[src/rtl/mem_access_ctrl_pkg.sv]
// Shared CPU types for the memory-stage access controller.
// FSM encoding and the word-alignment constant.
package cpu_types_pkg;

    typedef enum logic [1:0] {
        IDLE = 2'd0,
        REQ  = 2'd1,
        DONE = 2'd2
    } memctl_state_t;

    localparam logic [1:0] WORD_ALIGN_MASK = 2'b00;

endpackage

[src/rtl/mem_access_ctrl_if.sv]
// EX/MEM fields, dcache handshake and MEM/WB-side outputs
// of the memory-stage access controller.
interface memory_access_if #(
    parameter int WORD_W = 32
);
    logic              mem_read;
    logic              mem_write;
    logic              halt_in;
    logic [WORD_W-1:0] addr;
    logic [WORD_W-1:0] store_data;
    logic              advance;
    logic              flush;
    logic              dhit;
    logic [WORD_W-1:0] dmemload;
    logic              dmemREN;
    logic              dmemWEN;
    logic [WORD_W-1:0] dmemaddr;
    logic [WORD_W-1:0] dmemstore;
    logic [WORD_W-1:0] dload_out;
    logic              mem_done;
    logic              mem_stall;
    logic              misalign;
    logic              halted;

    modport ctrl (
        input  mem_read, mem_write, halt_in, addr, store_data,
        input  advance, flush, dhit, dmemload,
        output dmemREN, dmemWEN, dmemaddr, dmemstore,
        output dload_out, mem_done, mem_stall, misalign, halted
    );

    modport tb (
        output mem_read, mem_write, halt_in, addr, store_data,
        output advance, flush, dhit, dmemload,
        input  dmemREN, dmemWEN, dmemaddr, dmemstore,
        input  dload_out, mem_done, mem_stall, misalign, halted
    );

endinterface

[src/rtl/mem_access_ctrl_sat_counter.sv]
// Saturating up-counter: holds at all-ones instead of wrapping.
module sat_counter #(
    parameter int CNT_W = 32
) (
    input  logic             CLK,
    input  logic             nRST,
    input  logic             en,
    output logic [CNT_W-1:0] count
);

    always_ff @(posedge CLK) begin
        if (!nRST) begin
            count <= '0;
        end else if (en && (count != '1)) begin
            count <= count + 1'b1;
        end
    end

endmodule

[src/rtl/mem_access_ctrl.sv]
// Memory-stage dcache access controller feeding the MEM/WB latch.
// Issues each load/store once and generates the memory stall.
module mem_access_ctrl
    import cpu_types_pkg::*;
#(
    parameter int WORD_W = 32,
    parameter int CNT_W  = 32
) (
    input  logic               CLK,
    input  logic               nRST,
    memory_access_if.ctrl      bus,
    output logic [CNT_W-1:0]   stall_cycles
);

    memctl_state_t     state;
    memctl_state_t     nxt;
    logic [WORD_W-1:0] dload_reg;
    logic              pend_flush;
    logic              halted_r;

    logic is_mem;
    logic misal;
    logic acc;
    logic busy;
    logic discard;
    logic capture;

    always_comb begin
        is_mem  = bus.mem_read | bus.mem_write;
        misal   = is_mem & (bus.addr[1:0] != WORD_ALIGN_MASK);
        acc     = is_mem & ~misal & ~halted_r;
        busy    = 1'b0;
        unique case (state)
            IDLE:    busy = acc & ~bus.flush;
            // a started handshake must finish even if squashed
            REQ:     busy = acc | pend_flush;
            default: busy = 1'b0;
        endcase
        discard = (state == REQ) & (pend_flush | bus.flush);
        capture = busy & bus.dhit & ~discard;
    end

    always_comb begin
        nxt = state;
        unique case (state)
            IDLE: begin
                if (busy) begin
                    if (!bus.dhit)       nxt = REQ;
                    else if (bus.advance) nxt = IDLE;
                    else                  nxt = DONE;
                end
            end
            REQ: begin
                if (bus.dhit) begin
                    if (discard || bus.advance) nxt = IDLE;
                    else                        nxt = DONE;
                end
            end
            DONE: begin
                if (bus.advance || bus.flush) nxt = IDLE;
            end
            default: nxt = IDLE;
        endcase
    end

    always_ff @(posedge CLK) begin
        if (!nRST) begin
            state      <= IDLE;
            dload_reg  <= '0;
            pend_flush <= 1'b0;
            halted_r   <= 1'b0;
        end else begin
            state <= nxt;
            if (capture) begin
                dload_reg <= bus.dmemload;
            end
            if (state == REQ && bus.dhit) begin
                pend_flush <= 1'b0;
            end else if (state == REQ && bus.flush) begin
                pend_flush <= 1'b1;
            end
            if (bus.halt_in && bus.advance && !bus.flush) begin
                halted_r <= 1'b1;
            end
        end
    end

    always_comb begin
        bus.dmemREN   = busy & bus.mem_read;
        bus.dmemWEN   = busy & bus.mem_write;
        bus.dmemaddr  = busy ? bus.addr : '0;
        bus.dmemstore = busy ? bus.store_data : '0;
        bus.dload_out = capture ? bus.dmemload : dload_reg;
        bus.mem_done  = (state == DONE) | ~busy | bus.dhit;
        bus.mem_stall = busy & ~bus.dhit;
        bus.misalign  = misal;
        bus.halted    = halted_r;
    end

    sat_counter #(
        .CNT_W (CNT_W)
    ) u_stall_cnt (
        .CLK   (CLK),
        .nRST  (nRST),
        .en    (bus.mem_stall),
        .count (stall_cycles)
    );

endmodule

[src/flat_wrapper.sv]
// flat-port wrapper written by rule: the top's interface ports become plain ports
module mem_access_ctrl_flat import cpu_types_pkg::*;
#(
    parameter int WORD_W = 32,
    parameter int CNT_W  = 32
)
  (CLK, nRST, stall_cycles, bus_mem_read, bus_mem_write, bus_halt_in, bus_addr, bus_store_data, bus_advance, bus_flush, bus_dhit, bus_dmemload, bus_dmemREN, bus_dmemWEN, bus_dmemaddr, bus_dmemstore, bus_dload_out, bus_mem_done, bus_mem_stall, bus_misalign, bus_halted);
  memory_access_if #(.WORD_W(WORD_W)) bus_i ();
  input  logic CLK;
  input  logic nRST;
  output logic [CNT_W-1:0] stall_cycles;
  input wire logic [$bits(bus_i.mem_read)-1:0] bus_mem_read;
  input wire logic [$bits(bus_i.mem_write)-1:0] bus_mem_write;
  input wire logic [$bits(bus_i.halt_in)-1:0] bus_halt_in;
  input wire logic [$bits(bus_i.addr)-1:0] bus_addr;
  input wire logic [$bits(bus_i.store_data)-1:0] bus_store_data;
  input wire logic [$bits(bus_i.advance)-1:0] bus_advance;
  input wire logic [$bits(bus_i.flush)-1:0] bus_flush;
  input wire logic [$bits(bus_i.dhit)-1:0] bus_dhit;
  input wire logic [$bits(bus_i.dmemload)-1:0] bus_dmemload;
  output wire logic [$bits(bus_i.dmemREN)-1:0] bus_dmemREN;
  output wire logic [$bits(bus_i.dmemWEN)-1:0] bus_dmemWEN;
  output wire logic [$bits(bus_i.dmemaddr)-1:0] bus_dmemaddr;
  output wire logic [$bits(bus_i.dmemstore)-1:0] bus_dmemstore;
  output wire logic [$bits(bus_i.dload_out)-1:0] bus_dload_out;
  output wire logic [$bits(bus_i.mem_done)-1:0] bus_mem_done;
  output wire logic [$bits(bus_i.mem_stall)-1:0] bus_mem_stall;
  output wire logic [$bits(bus_i.misalign)-1:0] bus_misalign;
  output wire logic [$bits(bus_i.halted)-1:0] bus_halted;
  assign bus_i.mem_read = bus_mem_read;
  assign bus_i.mem_write = bus_mem_write;
  assign bus_i.halt_in = bus_halt_in;
  assign bus_i.addr = bus_addr;
  assign bus_i.store_data = bus_store_data;
  assign bus_i.advance = bus_advance;
  assign bus_i.flush = bus_flush;
  assign bus_i.dhit = bus_dhit;
  assign bus_i.dmemload = bus_dmemload;
  assign bus_dmemREN = bus_i.dmemREN;
  assign bus_dmemWEN = bus_i.dmemWEN;
  assign bus_dmemaddr = bus_i.dmemaddr;
  assign bus_dmemstore = bus_i.dmemstore;
  assign bus_dload_out = bus_i.dload_out;
  assign bus_mem_done = bus_i.mem_done;
  assign bus_mem_stall = bus_i.mem_stall;
  assign bus_misalign = bus_i.misalign;
  assign bus_halted = bus_i.halted;
  mem_access_ctrl #(.WORD_W(WORD_W), .CNT_W(CNT_W)) u_core (.CLK(CLK), .nRST(nRST), .bus(bus_i), .stall_cycles(stall_cycles));
endmodule
[config.mk]
export PLATFORM = sky130hd
export DESIGN_NAME = mem_access_ctrl_flat
export DESIGN_NICKNAME = d
export VERILOG_FILES = /design/src/rtl/mem_access_ctrl_pkg.sv /design/src/rtl/mem_access_ctrl_if.sv /design/src/rtl/mem_access_ctrl_sat_counter.sv /design/src/rtl/mem_access_ctrl.sv /design/src/flat_wrapper.sv
export SDC_FILE = /design/constraint.sdc
export NUM_CORES = 1
export LEC_CHECK = 0
export ABC_AREA = 0
export ABC_CLOCK_PERIOD_IN_PS = 8200
export CELL_PAD_IN_SITES_DETAIL_PLACEMENT = 1
export CELL_PAD_IN_SITES_GLOBAL_PLACEMENT = 1
export CORE_MARGIN = 2
export CORE_UTILIZATION = 27
export CTS_CLUSTER_SIZE = 28
export DETAILED_ROUTE_END_ITERATION = 8
export GPL_ROUTABILITY_DRIVEN = 0
export PLACE_DENSITY = 0.87
export SYNTH_ARGS = -nofsm -noshare
export SYNTH_HDL_FRONTEND = slang
export SYNTH_SLANG_ARGS = --single-unit
[constraint.sdc]
create_clock -name CLK -period 8.2 [get_ports CLK]
set_input_delay 2.46 -clock CLK [delete_from_list [all_inputs] [get_ports CLK]]
set_output_delay 2.46 -clock CLK [all_outputs]
set_load 0.01 [all_outputs]
==> results.ini <==
[synth]
synth-edff-count = 0
ys_ff_latch = 68
yosysWarnings = 0
synthFlopType = dfxtp_1
synthTopCellsByArea = dfxtp_1 (37%), and2_1 (17%), mux2_2 (9.5%)
synth_area_per_cell_um2 = 8.699
async_reset_ff_frac = 0
yosysSeqAreaShare = 0.3708
syn_inst = 422
synth_top_area_frac = 0.3708
yosysUniqueCellTypes = 46
synth_area_mm2 = 0.003671
synth_top_cell_by_area = dfxtp_1
synth_nets = 527

[flow_run]
maxCapViolCount = 0

[placed_design]
dp_slack_ps = 618.2
dp_hpwl_um = 11510
port_buffers = 237
dpl-instance-area_mm2 = 0.006170

[clock_network]
clk_latency_ps = 330
clock_sinks = 68
ctsResizeCount = 0
cts_buffer_depth = 2
h-tree-depth = 3
cts.root.buffer_cell = clkbuf_16
numCtsBuffers = 9
cts_hold_buf = 0
clkTransAtPathRegs_ps = 60
tritoncts = yes
cts_setup_buffers = 0

[timing]
rsz0062_at_grt = false
slew-limit-headroom = 0.3100
fin_skew_ps = 9.155
clock.fmax_mhz = 132.4
fin_crit_sh = 0.9209
min_period_ps = 7551
setup_tns_ps = 0
drv_slew = 0
setup_violations = 0
tightest_slew_ps = 1035
fin_ws_ps = 648.5
finalHoldViolCount = 0

[cells_and_area]
seq_area_mm2 = 0.001361
multi_input_area_mm2 = 0.002152
layout_common_cells = clkdlybuf4s50_1 (236), and2_1 (98), dfxtp_1 (68), mux2_2 (31), nand2_1 (27)
drive_gt1_frac = 0.09245
syn_to_final_growth_pct = 77.57
final_nets = 749
stdcell_area_mm2 = 0.006519
mostFrequentLayoutCell = clkdlybuf4s50_1
fillers = 1516

[critical_path]
arrival_ps = 5090
path_class = input port to output port
crit_path_start_kind = input port
crit_fanout = 44
critPathCaptureType = output port
cp.required_ps = 5740

[power]
power_density_mw_per_mm2 = 135.5
p_leak_nw = 2.331
vdd_drop_max_mv = 0.1003

[floorplan]
coreArea_mm2 = 0.01324
rows = 42
dieHeight_um = 120.6
io_pins = 238
start_util = 0.2772
die_area_mm2 = 0.01455
die_x_um = 120.6

[detailed_routing]
wl_um = 14700
wl_per_cell_um = 17.75
drt_pass1_iterations = 4
routed_via_density = 4.842
num_vias = 4009
drc_errors = 0
drt-initial-drc-count = 125
antenna_left = 0

[global_route]
globalRouteOverflowTotal = 0
grt_pass1_wl_um = 22420
grt_max_degree = 65
grtUsageTotal = 0.1960
grt_pass1_vias = 4086
antenna_found_initial = 3

[run_status]
status = complete, no violations

[hold_path]
hp-class = register to register

[worst paths after layout]
check	slack, ps	cells past startpoint	startpoint	to
max	650	8	bus_addr[0]	bus_dmemstore[20]
min	500	2	u_core.u_stall_cnt.count[31]$_SDFFE_PN0P_	u_core.u_stall_cnt.count[31]$_SDFFE_PN0P_
max reg2reg	5500	6	u_core.u_stall_cnt.count[0]$_SDFFE_PN0P_	u_core.u_stall_cnt.count[8]$_SDFFE_PN0P_
min reg2reg	500	2	u_core.u_stall_cnt.count[31]$_SDFFE_PN0P_	u_core.u_stall_cnt.count[31]$_SDFFE_PN0P_
[layout make-up]
type | count | area share
Antenna cell | 3 | 0.001152
Clock buffer | 10 | 0.03512
Clock inverter | 6 | 0.01727
Inverter | 9 | 0.005182
Multi-Input combinational cell | 316 | 0.3301
Sequential cell | 68 | 0.2088
Tap cell | 176 | 0.03378
Timing Repair Buffer | 240 | 0.3685
[layer usage]
metal  GRT usage  share of wire
met3     0.04434          0.059
met2      0.3725           0.55
met4     0.07195          0.019
met1      0.2092           0.37
met5           0              0
[per-stage QoR]
step           hold WS [ps]  instances  total power [mW]  utilization
3_3_place_gp          470.6        809            0.4402       0.4659
6_report              497.1        828            0.8830       0.4923
5_1_grt               540.7        828            0.9136       0.4923
2_1_floorplan         495.6        422            0.3701            -
4_1_cts               507.9        825            0.8933       0.4917
3_5_place_dp          485.1        809            0.4435       0.4659
[power breakdown]
part	switching, mW	internal [mW]	leakage (nW)
clock	0.150	0.298	0.167
sequential	0.00141	0.334	0.549
combinational	0.0329	0.0670	1.62
[synthesized netlist by cell type, types with 6 or more instances]
master    count
nor2_1       11
a21oi_1      16
dfxtp_1      68
buf_2         6
and2_1       98
or3_1         6
nand2b_1     12
nor4_1        9
nand2_1      27
nand3_1      10
clkbuf_1     19
nand4_1      10
mux2_2       31
inv_1         8
o31ai_1      13
or4_1        15
mux2i_1      12
[worst max-delay path, cell delays in order]
cell and delay (ps):
clkdlybuf4s50_1 450, or3_4 410, nor3_2 220, o21ai_1 190, nor2_4 390, buf_12 240
and2_1 160, clkdlybuf4s50_1 550
[cells by family after synthesis]
kind of cell               share of synthesized area
DFF                                           0.3708
AOI/OAI and AO/OA                            0.09544
adders and majority gates                   0.003408
and+or+nand+nor                               0.3545
muxes                                         0.1309
buffers and inverters                        0.04499
(Power assumes the default switching activity.)
